$ cat src/rtl/uart_rx_vote_sampler.sv
// ---------------------------------------------------------------------------
// uart_rx_vote_sampler
//
// Oversampling data sampler for the UART receiver. A local edge counter is
// realigned by bit_start and otherwise wraps every Prescale clocks. Around
// the bit midpoint NUM_SAMPLES consecutive oversamples of RX_IN are
// collected. One clock after the last sample the collected ones are
// majority-voted into sampled_bit. noise_flag reports whether the samples
// disagreed.
//
// Parameters
//   PRESCALE_W   width of Prescale and of the edge counter
//   NUM_SAMPLES  samples per bit, odd, 1..7
//
// Ports
//   clk           system clock (RX domain)
//   reset         asynchronous active-low reset
//   samp_en       sampler enable; low flushes the counter and accumulator
//   bit_start     1-cycle strobe, edge counter restarts at 0 next cycle
//   Prescale      clocks per bit (even)
//   RX_IN         synchronised serial input
//   edge_cnt      current edge count within the bit
//   bit_done      1-cycle pulse the cycle after the last edge of a bit
//   sampled_bit   registered majority vote of the last completed bit
//   samp_valid    1-cycle pulse when sampled_bit/noise_flag were updated
//   noise_flag    samples of the last voted bit were not unanimous
//   prescale_err  Prescale cannot hold the sample window for NUM_SAMPLES
// ---------------------------------------------------------------------------
module uart_rx_vote_sampler #(
    parameter int PRESCALE_W  = 6,
    parameter int NUM_SAMPLES = 3
) (
    input  logic                  clk,
    input  logic                  reset,
    input  logic                  samp_en,
    input  logic                  bit_start,
    input  logic [PRESCALE_W-1:0] Prescale,
    input  logic                  RX_IN,
    output logic [PRESCALE_W-1:0] edge_cnt,
    output logic                  bit_done,
    output logic                  sampled_bit,
    output logic                  samp_valid,
    output logic                  noise_flag,
    output logic                  prescale_err
);

    localparam int HALF = (NUM_SAMPLES - 1) / 2;
    // One extra bit keeps midpoint/window arithmetic free of wrap-around.
    localparam int XW = PRESCALE_W + 1;
    localparam logic [XW-1:0] HALF_X = XW'(HALF);
    localparam logic [2:0]    HALF_3 = 3'(HALF);
    localparam logic [2:0]    NUM_3  = 3'(NUM_SAMPLES);

    logic [PRESCALE_W-1:0] cnt_q;
    logic [2:0]            ones_q;
    logic [2:0]            taken_q;

    logic [XW-1:0] presc_x;
    logic [XW-1:0] cnt_x;
    logic [XW-1:0] mid_edge;
    logic [XW-1:0] last_samp_edge;
    logic [XW-1:0] vote_edge;
    logic [XW-1:0] last_edge;

    logic sample_edge;
    logic at_vote_edge;
    logic at_last_edge;
    logic counter_wrap;
    logic run;
    logic do_sample;
    logic do_vote;
    logic vote_ok;

    assign edge_cnt = cnt_q;

    // Window geometry derived from the live Prescale value, so a change
    // takes effect on the very next compare. When Prescale is too small
    // the midpoint may underflow, but prescale_err is then already set
    // and gates all sampling and voting.
    always_comb begin
        presc_x        = {1'b0, Prescale};
        cnt_x          = {1'b0, cnt_q};
        mid_edge       = (presc_x >> 1) - XW'(1);
        last_samp_edge = mid_edge + HALF_X;
        vote_edge      = last_samp_edge + XW'(1);
        last_edge      = presc_x - XW'(1);

        prescale_err   = (presc_x < XW'(4)) || Prescale[0] ||
                         (mid_edge < HALF_X) || (vote_edge > last_edge);

        // cnt >= mid-HALF is written as cnt+HALF >= mid to avoid underflow.
        sample_edge    = ((cnt_x + HALF_X) >= mid_edge) &&
                         (cnt_x <= last_samp_edge);
        at_vote_edge   = (cnt_x == vote_edge);
        at_last_edge   = (cnt_x == last_edge);
        // >= rather than == so that a Prescale drop mid-bit still wraps.
        counter_wrap   = (cnt_x >= last_edge);
    end

    // bit_start outranks every counter and accumulator action.
    assign run       = samp_en && !bit_start;
    assign do_sample = run && !prescale_err && sample_edge;
    assign do_vote   = run && !prescale_err && at_vote_edge;
    // A vote is only published if the whole window was seen for this bit.
    // A window cut short by a Prescale change is therefore dropped.
    assign vote_ok   = do_vote && (taken_q == NUM_3);

    // Edge counter: cleared when idle or realigned, else wraps per bit.
    always_ff @(posedge clk or negedge reset) begin
        if (!reset) begin
            cnt_q <= '0;
        end else if (!run) begin
            cnt_q <= '0;
        end else if (counter_wrap) begin
            cnt_q <= '0;
        end else begin
            cnt_q <= cnt_q + PRESCALE_W'(1);
        end
    end

    // Accumulator: ones seen and samples taken in the current window.
    always_ff @(posedge clk or negedge reset) begin
        if (!reset) begin
            ones_q  <= '0;
            taken_q <= '0;
        end else if (!run || do_vote) begin
            ones_q  <= '0;
            taken_q <= '0;
        end else if (do_sample) begin
            ones_q  <= ones_q + {2'b00, RX_IN};
            taken_q <= taken_q + 3'd1;
        end
    end

    // Vote result. sampled_bit and noise_flag hold between votes and
    // across samp_en=0, only reset clears them.
    always_ff @(posedge clk or negedge reset) begin
        if (!reset) begin
            sampled_bit <= 1'b0;
            noise_flag  <= 1'b0;
            samp_valid  <= 1'b0;
        end else begin
            samp_valid <= vote_ok;
            if (vote_ok) begin
                sampled_bit <= (ones_q > HALF_3);
                noise_flag  <= (ones_q != 3'd0) && (ones_q != NUM_3);
            end
        end
    end

    // End-of-bit pulse, suppressed by a same-cycle bit_start or samp_en=0.
    always_ff @(posedge clk or negedge reset) begin
        if (!reset) begin
            bit_done <= 1'b0;
        end else begin
            bit_done <= run && at_last_edge;
        end
    end

endmodule

$ cat config.mk
export PLATFORM = sky130hd
export DESIGN_NAME = uart_rx_vote_sampler
export DESIGN_NICKNAME = d
export VERILOG_FILES = /design/src/rtl/uart_rx_vote_sampler.sv
export SDC_FILE = /design/constraint.sdc
export NUM_CORES = 1
export LEC_CHECK = 0
export ABC_AREA = 1
export BUFFER_PORTS_ARGS = -buffer_cell sky130_fd_sc_hd__buf_2
export CORE_MARGIN = 5
export CORE_UTILIZATION = 60
export CTS_BUF_LIST = sky130_fd_sc_hd__clkbuf_8
export DETAILED_ROUTE_END_ITERATION = 16
export GPL_TIMING_DRIVEN = 1
export PLACE_DENSITY = 0.89
export SLEW_MARGIN = 5
export SYNTH_ARGS = -nofsm -noshare
export SYNTH_HDL_FRONTEND = slang
export SYNTH_SLANG_ARGS = --single-unit
$ cat constraint.sdc
create_clock -name clk -period 4.1 [get_ports clk]
set_input_delay 0 -clock clk [delete_from_list [all_inputs] [get_ports clk]]
set_output_delay 0 -clock clk [all_outputs]
set_load 0.02 [all_outputs]
; ---- After elaboration in Yosys (flattened, before gate mapping)
; Index checks and enable logic that the tools add are counted.
[classes]
n_addsub = 8
n_lt_le_gt_ge = 7
mux = 6
n_reduce_logical = 17
eq_ne = 4
[op_table]
columns = cell, count
row1 = == test 6 x 7 -> 1 bit, 2
row2 = two-way mux 3 bit, 4
row3 = two-way mux 6 bit, 2
row4 = logical AND 1 bit, 8
row5 = adder 6 x 1 -> 7 bit (second input constant), 1
row6 = adder 6 x 2 -> 7 bit (second input constant), 1
row7 = adder 7 x 1 -> 7 bit (second input constant), 1
row8 = >= comparator 6 x 7 -> 1 bit, 1
row9 = >= comparator 7 bit, 1
row10 = greater-than comparator 7 bit, 1
row11 = <= comparator 6 x 7 -> 1 bit, 1
row12 = less-than comparator 7 x 1 -> 1 bit (second input constant), 1
row13 = subtractor 6 x 1 -> 7 bit (second input constant), 1
row14 = adder 6 x 1 -> 6 bit (second input constant), 1
row15 = less-than comparator 6 x 3 -> 1 bit (second input constant), 1
row16 = subtractor 5 x 1 -> 6 bit (second input constant), 1
row17 = logical OR 1 bit, 4
row18 = adder 3 x 1 -> 3 bit, 1
row19 = adder 3 x 1 -> 3 bit (second input constant), 1
row20 = == test 3 x 2 -> 1 bit (second input constant), 1
row21 = greater-than comparator 3 x 1 -> 1 bit (second input constant), 1
row22 = zero test 1 bit, 3
row23 = != test 3 x 2 -> 1 bit (second input constant), 1
row24 = nonzero test 3 bit, 1
row25 = nonzero test 2 bit, 1
[totals]
reg_bits = 16
out_inout_bits = 11
input_bits = 11

; ---- Logic depth before layout (Yosys ltp)
[depth]
word_depth = 10
mapped_depth = 26

; ---- Worst setup path after synthesis
; OpenSTA, ideal clock, no wires.
[synth_timing]
path_kind = input-to-reg
from = in Prescale[1]
to = reg ones_q[2]
arrival_ns = 2.688
path_buffers = 1
cell_stages = 21
setup_slack_ns = 1.343
cell_sequence = inv_1 > ha_1 > nor2_1 > nand3_1 > inv_1 > nand2_4 > nor2_2 > xor2_2 > nand2_2 > ha_1 > nand2_1 > nor2_1 > nand3_1 > nand2_1 > nand3_2 > nor2_4 > nand3_2 > buf_6 > o21ai_0 > nand2_1 > nor2_2
[synth_between]
elab_chain_cells = 10
word_cells_on_any_way = 21
classes_between = add/sub: 4 / order compare: 5 / eq/ne: 1 / mux: 1 / reduce/logical: 10
[synth_lines]
columns = element, line
row1 = start: declaration, 37  ; input logic [PRESCALE_W-1:0] Prescale,
row2 = subtractor 5 x 1 -> 6 bit, 83  ; mid_edge = (presc_x >> 1) - XW'(1);
row3 = adder 6 x 2 -> 7 bit, 84  ; last_samp_edge = mid_edge + HALF_X;
row4 = adder 7 x 1 -> 7 bit, 85  ; vote_edge = last_samp_edge + XW'(1);
row5 = greater-than comparator 7 bit, 89  ; (mid_edge < HALF_X) || (vote_edge > last_edge);
row6 = logical OR 1 bit *, 89
row7 = named net prescale_err, 44  ; output logic prescale_err
row8 = zero test 1 bit *, "102, 103"
row9 = logical AND 1 bit *, "102, 103"
row10 = logical AND 1 bit, 103  ; assign do_vote = run && !prescale_err && at_vote_edge;
row11 = logical OR 1 bit, 126  ; end else if (!run || do_vote) begin
row12 = two-way mux 3 bit / nonzero test 2 bit (equally long branches), -
row13 = end signal: assignment, 130  ; ones_q <= ones_q + {2'b00, RX_IN};
row14 = end: declaration, 55  ; logic [2:0] ones_q;
; Mark *: on every way through the listed nets, which the timed path passes. The rest lies on a longest branch.
; A chain may end at the register's enable or synchronous reset.

; ---- Final worst setup path
[layout_timing]
from = reg cnt_q[2] (netlist: edge_cnt[2])
to = reg ones_q[1]
[layout_between]
elab_chain_cells = 5
word_cells_on_any_way = 10
classes_between = add/sub: 1 / order compare: 2 / eq/ne: 1 / mux: 1 / reduce/logical: 5
[layout_lines]
columns = element, line
row1 = start: declaration, 54  ; logic [PRESCALE_W-1:0] cnt_q;
row2 = start signal: assignment, 117  ; cnt_q <= cnt_q + PRESCALE_W'(1);
row3 = adder 6 x 1 -> 7 bit, 92  ; sample_edge = ((cnt_x + HALF_X) >= mid_edge) &&
row4 = >= comparator 7 bit, 92
row5 = logical AND 1 bit, 92
row6 = logical AND 1 bit, 102  ; assign do_sample = run && !prescale_err && sample_edge;
row7 = nonzero test 2 bit (no line), -
; Parallel ways exist; a longest one is shown, timed or not.

==> flow_summary.yaml <==
job:
  maxCapViolCount: 0
finish:
  drive_above_1_share_pct: 17.3
  final_util_pct: 67.5
  diodes: 0
  multi_input_area_um2: 1400
  regArea_um2: 400
  layout.filler_cells: 281
  fin_nets: 355
  area_delta_synth_final_pct: 10.2
  final_cell_area_um2: 2220
  final_cells: 353
synthesis:
  ys_ff_latch: 16
  syn_nets: 330
  synth_area_leaders: "ha_1, dfrtp_1, nand2_1, inv_1, nor2_1"
  synthCells: 283
  synth_cell_types: 29
  synthMostInstantiatedCell: "nand2_1"
  ys.flop_type: "dfrtp_1"
  synth_edf_count: 0
  yosysTopAreaCell: "ha_1"
  synth_warnings: 0
  avgSynthCellArea_um2: 7.11
  syn_area_um2: 2010
  synth_top_area_share_pct: 22.4
  synth_seq_area_share_pct: 19.9
  ys_top_cells_by_count: "nand2_1, inv_1, ha_1"
  synth-async-reset-ratio_pct: 100
clock_network:
  clk_pin_slew_ps: 60
  cts_sinks: 16
  insertion_delay_ps: 260
  cts_tree: "done"
  clock_path_buffers: 2
  h-tree-depth: 1
  cts-root-buf: "clkbuf_8"
  ctsResizeCount: 0
  cts_buffers: 3
  cts_setup_buffers: 0
place:
  place.gp.congestion: 0.955
  placed_cells: 348
  post-place-ws_ps: 904
  portBuffers: 21
  post-dp-hpwl_mm: 3.77
  place_area_um2: 2150
global_route:
  overflow: 0
  antenna_found_initial: 0
  grt_usage_pct: 22.6
  grt_max_degree: 17
  grt_pass1_wl_mm: 7.80
  grt_pass1_vias: 1797
timing:
  final_hold_viol_count: 0
  min_period_ps: 3100
  fmax_mhz: 322
  setup_viol_count_final: 0
  hold_slack_ps: 94.9
  fin_setup_tns_ps: 0
  slew_violations: 0
  skew_ps: 2.02
  finalCritPeriodShare_pct: 75.7
  setup_ws_ps: 996
  rsz0062_at_grt: "false"
  max_slew.worst_pin.slew_ps: 805
  slew_headroom_pct: 45.6
detailed_routing:
  drt_iter0_markers: 163
  firstDrtPassIters: 4
  wl_per_cell_um: 13.2
  routed_wl_mm: 4.66
  avgViaCountPerCell: 5.35
  route.detailed.drc: 0
  antenna_left: 0
  vias: 1890
pwr:
  vdd_drop_max_v: 0.000195
  cellPowerDensity_nw_per_um2: 201
  leakagePower_nw: 1.23
  power_mw: 0.446
worst_setup_path:
  cp-start-kind: "flip-flop"
  setup.worst_path.class: "flip-flop to flip-flop"
  path_max_fanout: 11
  rrSetupSlack_ps: 1000
  crit_arrival_ps: 3300
  crit_path_end_kind: "flip-flop"
  worstPathRequired_ps: 4290
floorplanning:
  die_y_um: 67.9
  num_rows: 21
  die_w_um: 67.9
  start_util_pct: 61.3
  ioPinCount: 22
  coreArea_um2: 3280
  die_area_um2: 4610
min_path:
  hold_class: "input pin to flip-flop"
run_status:
  status: "complete, no violations"
## layer usage
| layer | vias up | track usage (%) | part of all wire (%) |
|---|---|---|---|
| met3 | 11 | 4.93 | 6.4 |
| met4 | 0 | 9.68 | 2.1 |
| met1 | 874 | 27.3 | 43 |
| met5 | - | 0 | 0 |
| li1 | 959 | - | - |
| met2 | 46 | 38.4 | 49 |
## flip-flops by register name, summed over array words and instances, names as in the netlist
name / flops
taken_q: 3
ones_q: 3
edge_cnt: 6
sampled_bit: 1
noise_flag: 1
bit_done: 1
samp_valid: 1
## cells in the final DEF, fill, tap and decap left out, drive strengths merged
master and n:
o21a 2, nor3 2, nor2 34, nand3 24, clkbuf 4, a21o 1, o21ai 10, buf 21
a31oi 2, nand4 7, nand2 71, inv 50, nand3b 1, xor2 8, a21oi 12, o311ai 1
dlygate4sd3 1, dfrtp 16, ha 36, xnor2 3, or2 1
## cell families after synthesis
family	after synthesis	share of synthesized area [%]
buffers and inverters	52	10.6
AOI/OAI and AO/OA	28	7.65
adders and majority gates	36	22.4
DFF	16	19.9
xor gates and xnor gates	11	5.16
and+or+nand+nor	140	34.3
## final timing paths
kind / start / end / cells after the start
worst max-delay path: edge_cnt[2]$_DFF_PN0_ / ones_q[1]$_DFFE_PN0P_ / 12
worst min-delay path: bit_start / bit_done$_DFF_PN0_ / 4
worst max register to register: edge_cnt[2]$_DFF_PN0_ / ones_q[1]$_DFFE_PN0P_ / 12
worst min register to register: sampled_bit$_DFFE_PN0P_ / sampled_bit$_DFFE_PN0P_ / 2
max in group asynchronous: reset / bit_done$_DFF_PN0_ / 2
min in group asynchronous: reset / edge_cnt[1]$_DFF_PN0_ / 2
## repair_timing
item	CTS	global route
endpoints found under the setup margin	0	0
hold endpoints to repair	16	0
hold buffers	1	0
## cell type report
type                            count  share of cell area, %
Multi-Input combinational cell    215                   63.1
Tap cell                           46                   2.60
Sequential cell                    16                   18.1
Clock buffer                        4                   2.48
Inverter                           50                   8.58
Timing Repair Buffer               22                   5.19
## worst max-delay path: stages (launching register included)
cell,delay (ps)
dfrtp_1,560
nand3_1,190
nor2_1,150
nand2_1,80
xor2_1,180
inv_1,80
ha_1,300
nand2_1,50
o311ai_0,710
nand3_2,310
o21ai_0,280
inv_1,60
nor2_1,90
## power by group
group / internal, mW / switching (mW)
clock: 0.0854 / 0.0551
combinational: 0.0507 / 0.0930
sequential: 0.159 / 0.00270
total: 0.295 / 0.151
(Power assumes the default switching activity.)
